`src/rtl/mod_cnt_pkg.sv`:
```
// rtl/mod_cnt_pkg.sv - shared direction constants and load clamp helper for modulus counters
package mod_cnt_pkg;

  localparam logic CNT_UP = 1'b1;
  localparam logic CNT_DN = 1'b0;

  function automatic logic [31:0] clamp_to_max(input logic [31:0] val, input logic [31:0] max_v);
    return (val > max_v) ? max_v : val;
  endfunction

endpackage

```
`src/rtl/prog_mod_counter.sv`:
```
// rtl/prog_mod_counter.sv - up/down modulus counter with shadowed runtime-programmable terminal value
module prog_mod_counter
  import mod_cnt_pkg::*;
#(
  parameter int          WIDTH       = 8,
  parameter int unsigned DEFAULT_MAX = 5
) (
  input  logic             clk,
  input  logic             rst,
  input  logic             en,
  input  logic             up_dn,
  input  logic             load,
  input  logic [WIDTH-1:0] load_val,
  input  logic             max_wr,
  input  logic [WIDTH-1:0] max_val,
  output logic [WIDTH-1:0] count,
  output logic [WIDTH-1:0] max_cur,
  output logic             tc
);

  localparam logic [WIDTH-1:0] DEF_MAX = WIDTH'(DEFAULT_MAX);

  logic [WIDTH-1:0] max_shadow;
  logic [WIDTH-1:0] max_next;
  logic [WIDTH-1:0] count_next;
  logic             pend;
  logic             at_term;
  logic             boundary;

  assign at_term  = (up_dn == CNT_UP) ? (count == max_cur) : (count == '0);
  assign tc       = en & at_term;
  assign boundary = load | tc;

  // A same-edge write beats an older pending value at the boundary.
  always_comb begin
    max_next = max_cur;
    if (boundary) begin
      if (max_wr)
        max_next = max_val;
      else if (pend)
        max_next = max_shadow;
    end
  end

  always_comb begin
    count_next = count;
    if (load)
      count_next = WIDTH'(clamp_to_max(32'(load_val), 32'(max_next)));
    else if (en) begin
      if (up_dn == CNT_UP)
        count_next = (count == max_cur) ? '0 : count + WIDTH'(1);
      else
        count_next = (count == '0) ? max_next : count - WIDTH'(1);
    end
  end

  always_ff @(posedge clk) begin
    if (rst) begin
      count      <= '0;
      max_cur    <= DEF_MAX;
      max_shadow <= DEF_MAX;
      pend       <= 1'b0;
    end else begin
      count   <= count_next;
      max_cur <= max_next;
      if (max_wr)
        max_shadow <= max_val;
      pend <= boundary ? 1'b0 : (pend | max_wr);
    end
  end

endmodule

```
`config.mk`:
```
export PLATFORM = sky130hd
export DESIGN_NAME = prog_mod_counter
export DESIGN_NICKNAME = d
export VERILOG_FILES = /design/src/rtl/mod_cnt_pkg.sv /design/src/rtl/prog_mod_counter.sv
export SDC_FILE = /design/constraint.sdc
export NUM_CORES = 1
export LEC_CHECK = 0
export CORE_UTILIZATION = 52
export DETAILED_ROUTE_END_ITERATION = 6
export PLACE_DENSITY = 0.87
export SLEW_MARGIN = 10
export SYNTH_ARGS = -nofsm -noshare
export SYNTH_HDL_FRONTEND = slang
export SYNTH_SLANG_ARGS = --single-unit
```
`constraint.sdc`:
```
create_clock -name clk -period 3.8 [get_ports clk]
set_clock_uncertainty 0.05 [all_clocks]
set_input_delay 0.57 -clock clk [delete_from_list [all_inputs] [get_ports clk]]
set_output_delay 0.57 -clock clk [all_outputs]
set_load 0.02 [all_outputs]
```
Word level (Yosys, flattened, before mapping)
Index checks and enable logic that the tools add are counted.
Widths: inputs -> output; s select.
{ "word_totals": {"register_bits": 25, "latch_bits": 0, "mem_bits_rw": 0, "romBits": 0, "output_inout_bits": 17, "elab_cells": 24, "n_memories": 0} }
{ "op_classes": {"n_addsub": 2, "mul": 0, "div_mod_pow": 0, "order_cmp": 1, "n_eq_ne": 1, "shift": 0, "muxes": 10, "n_bitwise": 3, "reduce_logical": 3} }
{ "op_table": {"columns": ["op", "n"], "rows": [
  ["$mux 8", 9],
  ["$add 8x1->8 const B", 1],
  ["$eq 8x8->1", 1],
  ["$gt 8x8->1", 1],
  ["$logic_not 8->1", 1],
  ["$sub 8x1->8 const B", 1],
  ["$or 1x1->1", 2],
  ["$reduce_bool 2->1", 1],
  ["$reduce_or 2->1", 1],
  ["$and 1x1->1", 1],
  ["$mux 1", 1]
]} }

Logic depth before layout (Yosys ltp)
Gate-level depths: netlist (run 1).
{ "depth": {"ltp_word": 9, "mapped_depth": 15, "ltp_nobuf": 15} }

Worst setup path before layout (run 1)
OpenSTA, ideal clock, no wires.
{ "synth_path": {"path_kind": "reg-to-reg", "start": "register count[0]", "end": "register count[0]", "arrival_ns": 3.441, "t_required_ns": 3.613, "path_slack_ns": 0.172, "stages_incl_launch_ff": 14, "period_less_slack_ns": 3.628, "cell_sequence": "dfxtp_1 -> inv_1 -> ha_1 -> or4b_4 -> nor3_4 -> a21o_4 -> o22ai_4 -> a22oi_1 -> ha_1 -> a21o_1 -> a211oi_1 -> a21oi_1 -> o311ai_0 -> o32ai_1"} }
{ "synth_via": {"elab_chain_cells": 9} }
{ "synth_lines": {"columns": ["item", "line_no", "rtl"], "rows": [
  ["start, declared", "prog_mod_counter.sv:16", "output logic [WIDTH-1:0] count,"],
  ["start signal, assigned", "prog_mod_counter.sv:64", "count <= count_next;"],
  ["branches (longest 8 deep; another with $gt 8x8->1)", null, null],
  ["$mux 8 *", "prog_mod_counter.sv:47", "if (load)"]
]} }
Mark *: on every way between the ends. The select of a mux whose other input is x is not followed.
A chain may end at the register's enable or synchronous reset.

Worst setup path in the final report (run 1)
{ "layout_path": {"start": "register count[1]", "end": "register count[5]"} }
The elaborated chain is that of the path after synthesis.

==> impl_metrics.csv, run 1 <==
group,metric,value,unit
grt,grt_pass1_wl,10100,µm
detailed_routing,routed_wl,6360,µm
logic_synthesis,synth_ff_type,"dfxtp_1",
grt,grt_start_max_net_pins,28,
logic_synthesis,synth_compound_area_share,32.3,%
logic_synthesis,synth_cell_types,55,
layout,final_common_cell,"clkdlybuf4s50_1",
timing,clock.fmax,272,MHz
power_and_ir_drop,power_density,360,mW/mm²
logic_synthesis,synth_area,0.00205,mm²
timing,finalSetupTns,0,ns
min_path,whs_path_depth,2,
logic_synthesis,synth_edf_count,0,
grt,grt_pass1_vias,2131,
logic_synthesis,synth_fa_ha_area_share,6.72,%
min_path,whs_endpoint,"max_shadow[5]$_SDFFE_PP0P_",
flow_run,drv_cap,0,
floorplan,start_util,55.1,%
setup_path,rrSetupSlack,0.13,ns
logic_synthesis,yosysWarnings,0,
setup_path,r2r_end,"count[5]$_SDFFE_PP0P_",
layout,final_cell_mix,"38 x clkdlybuf4s50_1, 30 x nor2_1, 25 x dfxtp_1, 19 x buf_4, 12 x o21ai_0",
setup_path,crit_path_max_fanout,8,
detailed_routing,remaining_drc_errors,0,
logic_synthesis,ys_seq_area_share,24.4,%
logic_synthesis,synth_xor_xnor_area_share,5.13,%
floorplan,die_height,64.7,µm
clock_network,path_clk_slew,0.09,ns
setup_path,r2r-start,"count[1]$_SDFFE_PP0P_",
floorplan,rows,22,
clock_network,htree_levels,1,
power_and_ir_drop,irDropWorstVdd,269,µV
timing,relSlewSlack,33.8,%
timing,setup_slack,0.126,ns
timing,hold_viol_final,0,
floorplan,io_pins,39,
layout,final_cell_area,0.00265,mm²
layout,syn2layout_area_growth,29.5,%
detailed_routing,via_per_inst,6.56,
place,dp_worst_setup_slack,-0.121,ns
timing,worst_pin_slew,0.991,ns
status,status,"finished, final reports clean",
clock_network,cts_tree,"yes",
logic_synthesis,synth_top_family_by_area,"compound AO/OA/AOI/OAI gates",
timing,report.final.slew_viol_count,0,
logic_synthesis,synthMuxAreaShare,2.44,%
layout,antenna_cells,0,
logic_synthesis,syn_inst,255,
timing,finalCritPeriodShare,96.7,%
power_and_ir_drop,power.total,0.000955,W
setup_path,worstPathRequired,3.88,ns
layout,drive_gt1_share,13.7,%
layout,fin_nets,333,
clock_network,cts_setup_buffers,0,
clock_network,clk_latency,0.28,ns
setup_path,critPathKind,"reg -> reg",
power_and_ir_drop,leakage,1.03,nW
clock_network,holdBufCountCts,0,
place,place.gp.congestion,1.01,
logic_synthesis,async_reset_ff_share,0,%
floorplan,coreArea,0.00372,mm²
detailed_routing,drt_first_pass_iters,5,
logic_synthesis,ys_seq_elements,25,
place,dpl_cell_area,0.00255,mm²
logic_synthesis,synth_fp_nets,288,
timing,setup_violations,0,
timing,rsz0062_at_grt,"false",
clock_network,cts_sinks,25,
clock_network,cts_buffers,3,
timing,whs,0.454,ns
setup_path,r2r_cells,14,
grt,grt_usage,31.5,%
min_path,hold_path.class,"reg -> reg",
setup_path,cp-end-kind,"register",
place,dpl.hpwl,4740,µm
detailed_routing,routedWlPerCell,18.3,µm
floorplan,dieArea,0.00419,mm²
place,port_buffers,38,
setup_path,critPathArrivalTime,3.76,ns
clock_network,clock-root-buffer,"clkbuf_8",
floorplan,die_w,64.7,µm
min_path,hp-start,"max_shadow[5]$_SDFFE_PP0P_",
setup_path,startpoint_type,"register",
detailed_routing,drtIter0Drc,293,
detailed_routing,vias,2275,
grt,antenna_found_initial,0,
logic_synthesis,syn_area_per_cell,8.03,µm²
layout,fillCellCount,306,
logic_synthesis,yosys.area_share.simple,23.6,%
clock_network,clock_tree.buffer_depth,2,
timing,period_needed,3.67,ns
grt,grt_overflow_total,0,
detailed_routing,postRouteAntennaNets,0,
cell families (layout without fill, tap and decap cells):
| family | Yosys count | in the layout |
|---|---|---|
| compound gates | 85 | 85 |
| xor+xnor | 12 | 12 |
| fa+ha+maj | 11 | 11 |
| buf+inv | 26 | 70 |
| flops | 25 | 25 |
| mux | 5 | 5 |
| simple gates | 91 | 91 |
layer usage:
layer / global-route usage [%] / part of all wire [%] / vias to the layer above / wire length (µm)
met4: 21.4 / 6.2 / 0 / 397
li1: - / - / 1047 / -
met2: 50.5 / 47 / 155 / 2970
met1: 39.3 / 38 / 1035 / 2440
met3: 3.35 / 8.5 / 38 / 541
met5: 0 / 0 / - / 0
worst max-delay path, stage by stage, from the launching register on:
cell,delay [ns]
dfxtp_1,0.32
inv_1,0.11
ha_1,0.23
or4b_4,0.52
nor3_4,0.20
a21o_4,0.19
o22ai_4,0.12
a22oi_2,0.29
ha_1,0.32
nand3_1,0.15
nor3_1,0.07
a21o_1,0.19
a211o_1,0.37
a222oi_1,0.33
nor4_1,0.08
report_power, final:
part	leakage [nW]	internal (W)	switching [W]	total (W)
Sequential	0.207	0.000288	0.0000276	0.000316
Combinational	0.798	0.000209	0.000264	0.000473
Clock	0.0217	0.0000747	0.0000920	0.000167
Total	1.03	0.000572	0.000384	0.000955
flip-flops by register name (all words and copies together) (netlist names):
register	cells
count	8
max_cur	8
max_shadow	8
pend	1
final cells by class:
class / instances / area [µm²] / area share (%)
multi-input cells: 204 / 1480 / 56.0
repair buffers: 57 / 523 / 19.7
flip-flops and latches: 25 / 500 / 18.9
well taps: 48 / 60.1 / 2.27
clock buffers: 3 / 41.3 / 1.56
inverters: 9 / 33.8 / 1.27
clock inverters: 1 / 7.51 / 0.283
synth_stat cells (5+ instances only):
library cell | number | area [µm²]
a211oi_1 | 5 | 37.5
a21oi_1 | 8 | 40.0
a22o_1 | 7 | 61.3
a22oi_1 | 7 | 52.6
clkbuf_1 | 9 | 33.8
dfxtp_1 | 25 | 500
ha_1 | 11 | 138
inv_1 | 9 | 33.8
mux2i_1 | 5 | 50.1
nand2_1 | 10 | 37.5
nand2b_1 | 7 | 43.8
nand3_1 | 5 | 25.0
nor2_1 | 30 | 113
nor3_1 | 8 | 40.0
o21ai_0 | 12 | 60.1
o31ai_1 | 7 | 52.6
or3_1 | 6 | 37.5
xnor2_1 | 11 | 96.3
stage by stage:
step,util (%),instances
after floorplan,-,255
after global placement,68.7,343
after detailed placement,68.7,343
after CTS,70.3,347
after global routing,71.3,347
final,71.3,347
how the worst max path moves through the flow:
stage	cells past startpoint	startpoint	to	slack, ns
2_1_floorplan	13	count[0]$_SDFFE_PP0P_	count[0]$_SDFFE_PP0P_	0.17
3_3_place_gp	13	count[1]$_SDFFE_PP0P_	count[3]$_SDFFE_PP0P_	0.09
3_5_place_dp	12	en	count[0]$_SDFFE_PP0P_	-0.12
4_1_cts	14	count[1]$_SDFFE_PP0P_	count[0]$_SDFFE_PP0P_	0.04
5_1_grt	14	count[1]$_SDFFE_PP0P_	count[5]$_SDFFE_PP0P_	0.01
6_report	14	count[1]$_SDFFE_PP0P_	count[5]$_SDFFE_PP0P_	0.13
timing repair:
action                                  4_1_cts  5_1_grt
endpoints found under the setup margin        6        8
resized for setup                             2        7
pin swaps                                     0        1
(Power assumes the default switching activity.)
==> run 2: changes to the inputs <==
--- a/config.mk
+++ b/config.mk
@@ -7,7 +7,7 @@
 export LEC_CHECK = 0
 export CORE_UTILIZATION = 52
 export DETAILED_ROUTE_END_ITERATION = 6
-export PLACE_DENSITY = 0.87
+export PLACE_DENSITY = 0.8
 export SLEW_MARGIN = 10
 export SYNTH_ARGS = -nofsm -noshare
 export SYNTH_HDL_FRONTEND = slang
==> run 2 against run 1 <==
  * Sequential power is 3% higher
  * Die area did not move
  * Highest routed layer unchanged
  * Critical endpoint unchanged
  * Global-route usage shrank 0.71 points
  * Clock-buffer cell count unchanged
  * Power decreased by 1.0%
  * Combinational power decreased by 4%
  * Cell count did not move
  * Flip-flop and latch count did not move
  * Utilization fell by 0.57 points
  * Maximum frequency is 1.7% higher
  * Worst hold slack lost 0.012 ns
==> impl_metrics.csv, run 2 (synthesized netlist as in run 1, its figures left out) <==
group,metric,value,unit
layout,finalCoreUtilization,70.7,%
setup_path,critPathKind,"reg -> reg",
layout,final_common_cell,"clkdlybuf4s50_1",
clock_network,clk_latency,0.28,ns
timing,rsz0062_at_grt,"false",
place,dpl.hpwl,4650,µm
clock_network,cts_buffers,3,
clock_network,htree_levels,1,
setup_path,critPathMaxStageDelay,0.51,ns
layout,fillCellCount,295,
detailed_routing,wl_met3,536,µm
grt,grt_pass1_vias,1982,
flow_run,drv_cap,0,
grt,antenna_found_initial,0,
grt,grt_usage,30.8,%
status,status,"finished, final reports clean",
setup_path,r2r_cells,14,
clock_network,holdBufCountCts,0,
layout,final_cells,347,
clock_network,clock-root-buffer,"clkbuf_8",
setup_path,r2r-start,"count[1]$_SDFFE_PP0P_",
floorplan,die_w,64.7,µm
setup_path,r2r_end,"count[5]$_SDFFE_PP0P_",
timing,finalSetupTns,0,ns
setup_path,crit_buf_inv,1,
detailed_routing,postRouteAntennaNets,0,
layout,multi_input_area,0.00147,mm²
setup_path,worst-path-stages,14,
timing,period_needed,3.61,ns
timing,clock.fmax,277,MHz
timing,worst_pin_slew,0.952,ns
detailed_routing,via_per_inst,6.46,
setup_path,rrSetupSlack,0.19,ns
setup_path,cpLargestDelayFamily,"compound AO/OA/AOI/OAI gates",
setup_path,critPathSlowestCell,"or4b_4",
floorplan,rows,22,
layout,drive_gt1_share,13.0,%
floorplan,die_height,64.7,µm
detailed_routing,top_layer,"met4",
setup_path,cp-end-kind,"register",
setup_path,cpMostUsedCell,"ha_1",
floorplan,dieArea,0.00419,mm²
clock_network,cts_tree,"yes",
timing,hold_viol_final,0,
layout,syn2layout_area_growth,28.4,%
clock_network,cts_sinks,25,
timing,finalCritPeriodShare,95.0,%
timing,relSlewSlack,36.3,%
grt,grt_overflow_total,0,
power_and_ir_drop,power_density,360,mW/mm²
detailed_routing,remaining_drc_errors,0,
place,place.gp.congestion,0.959,
floorplan,io_pins,39,
clock_network,cts_setup_buffers,0,
place,dp.cells,343,
floorplan,coreArea,0.00372,mm²
timing,setup_violations,0,
setup_path,startpoint_type,"register",
setup_path,crit_chain,"inv_1 > ha_1 > or4b_4 > nor3_4 > a21o_4 > o22ai_4 > a22oi_2 > ha_1 > nand3_1 > nor3_1 > a21o_1 > a211o_1 > a222oi_1 > nor4_1",
detailed_routing,vias,2242,
layout,final_cell_mix,"38 x clkdlybuf4s50_1, 30 x nor2_1, 25 x dfxtp_1, 19 x buf_4, 12 x o21ai_0",
power_and_ir_drop,irDropWorstVdd,245,µV
power_and_ir_drop,leakage,1.03,nW
place,port_buffers,38,
place,dpl_cell_area,0.00255,mm²
layout,final_cell_area,0.00263,mm²
grt,grt_pass1_wl,9750,µm
setup_path,crit_end,"count[5]$_SDFFE_PP0P_",
clock_network,path_clk_slew,0.09,ns
timing,whs,0.442,ns
detailed_routing,wl_met2,2900,µm
detailed_routing,drtIter0Drc,310,
layout,fin_nets,333,
floorplan,start_util,55.1,%
layout,antenna_cells,0,
grt,grt_start_max_net_pins,28,
setup_path,critPathArrivalTime,3.68,ns
detailed_routing,routedWlPerCell,18.0,µm
detailed_routing,drt_first_pass_iters,7,
min_path,hold_path.class,"reg -> reg",
layout,seqCellArea,500,µm²
setup_path,crit_path_max_fanout,8,
clock_network,clock_tree.buffer_depth,2,
detailed_routing,routed_wl,6260,µm
timing,report.final.slew_viol_count,0,
setup_path,worstPathRequired,3.87,ns
detailed_routing,wl_met1,2560,µm
layout,reg.largest.list,"count: 8 flops, max_cur: 8 flops, max_shadow: 8 flops",
setup_path,startpoint,"count[1]$_SDFFE_PP0P_",
==> run 2: cell types whose count changed in the layout (fill, tap and decap cells not counted) <==
| cell | change |
|---|---|
| a31oi_2 | -1 |
| a22oi_2 | -1 |
| o311ai_1 | +1 |
| clkinv_2 | +1 |
| a21oi_2 | +1 |
| a31oi_1 | +1 |
| o311ai_0 | -1 |
| clkinvlp_4 | -1 |
| a21oi_4 | -1 |
| a22oi_1 | +1 |
==> run 2: worst min path at each step <==
| stage | startpoint | cells after the start | to | slack (ns) |
|---|---|---|---|---|
| after floorplan | max_shadow[5]$_SDFFE_PP0P_ | 2 | max_shadow[5]$_SDFFE_PP0P_ | 0.40 |
| after global placement | max_shadow[5]$_SDFFE_PP0P_ | 2 | max_shadow[5]$_SDFFE_PP0P_ | 0.42 |
| after detailed placement | max_shadow[5]$_SDFFE_PP0P_ | 2 | max_shadow[5]$_SDFFE_PP0P_ | 0.43 |
| after CTS | max_shadow[5]$_SDFFE_PP0P_ | 2 | max_shadow[5]$_SDFFE_PP0P_ | 0.44 |
| after global routing | max_shadow[5]$_SDFFE_PP0P_ | 2 | max_shadow[5]$_SDFFE_PP0P_ | 0.49 |
| final | max_shadow[5]$_SDFFE_PP0P_ | 2 | max_shadow[5]$_SDFFE_PP0P_ | 0.44 |
==> run 2: final cells by class <==
type	count	share of cell area [%]
Multi-Input combinational cell	204	55.7
Clock inverter	1	0.190
Timing Repair Buffer	57	19.9
Sequential cell	25	19.0
Tap cell	48	2.28
Clock buffer	3	1.57
Inverter	9	1.29
==> run 2: stage by stage <==
stage	worst slack [ns]	power [W]
2_1_floorplan	0.172	0.000598
3_3_place_gp	0.105	0.000758
3_5_place_dp	0.0190	0.000763
4_1_cts	0.00736	0.000925
5_1_grt	0.0161	0.000994
6_report	0.188	0.000945
==> run 2: per-layer routing <==
| metal | vias up | GRT usage (%) |
|---|---|---|
| met4 | 0 | 14.4 |
| met2 | 142 | 49.3 |
| met1 | 1018 | 40.0 |
| met3 | 29 | 4.75 |
| met5 | - | 0 |
| li1 | 1053 | - |
==> run 2: worst register-to-register path: stages (launching register included) <==
cell and delay (ns):
dfxtp_1 0.32, inv_1 0.09, ha_1 0.23, or4b_4 0.51, nor3_4 0.22, a21o_4 0.19, o22ai_4 0.12, a22oi_2 0.25
ha_1 0.31, nand3_1 0.15, nor3_1 0.07, a21o_1 0.19, a211o_1 0.36, a222oi_1 0.32, nor4_1 0.09
==> run 2: timing repair <==
item,4_1_cts,5_1_grt
setup endpoints to repair,3,8
pin swaps,0,1
resized for setup,1,6
==> run 2: power breakdown <==
part	internal [W]	total [W]	switching, W	leakage (nW)
Sequential	0.000288	0.000326	0.0000383	0.207
Clock	0.0000736	0.000164	0.0000900	0.0255
Combinational	0.000205	0.000456	0.000251	0.796
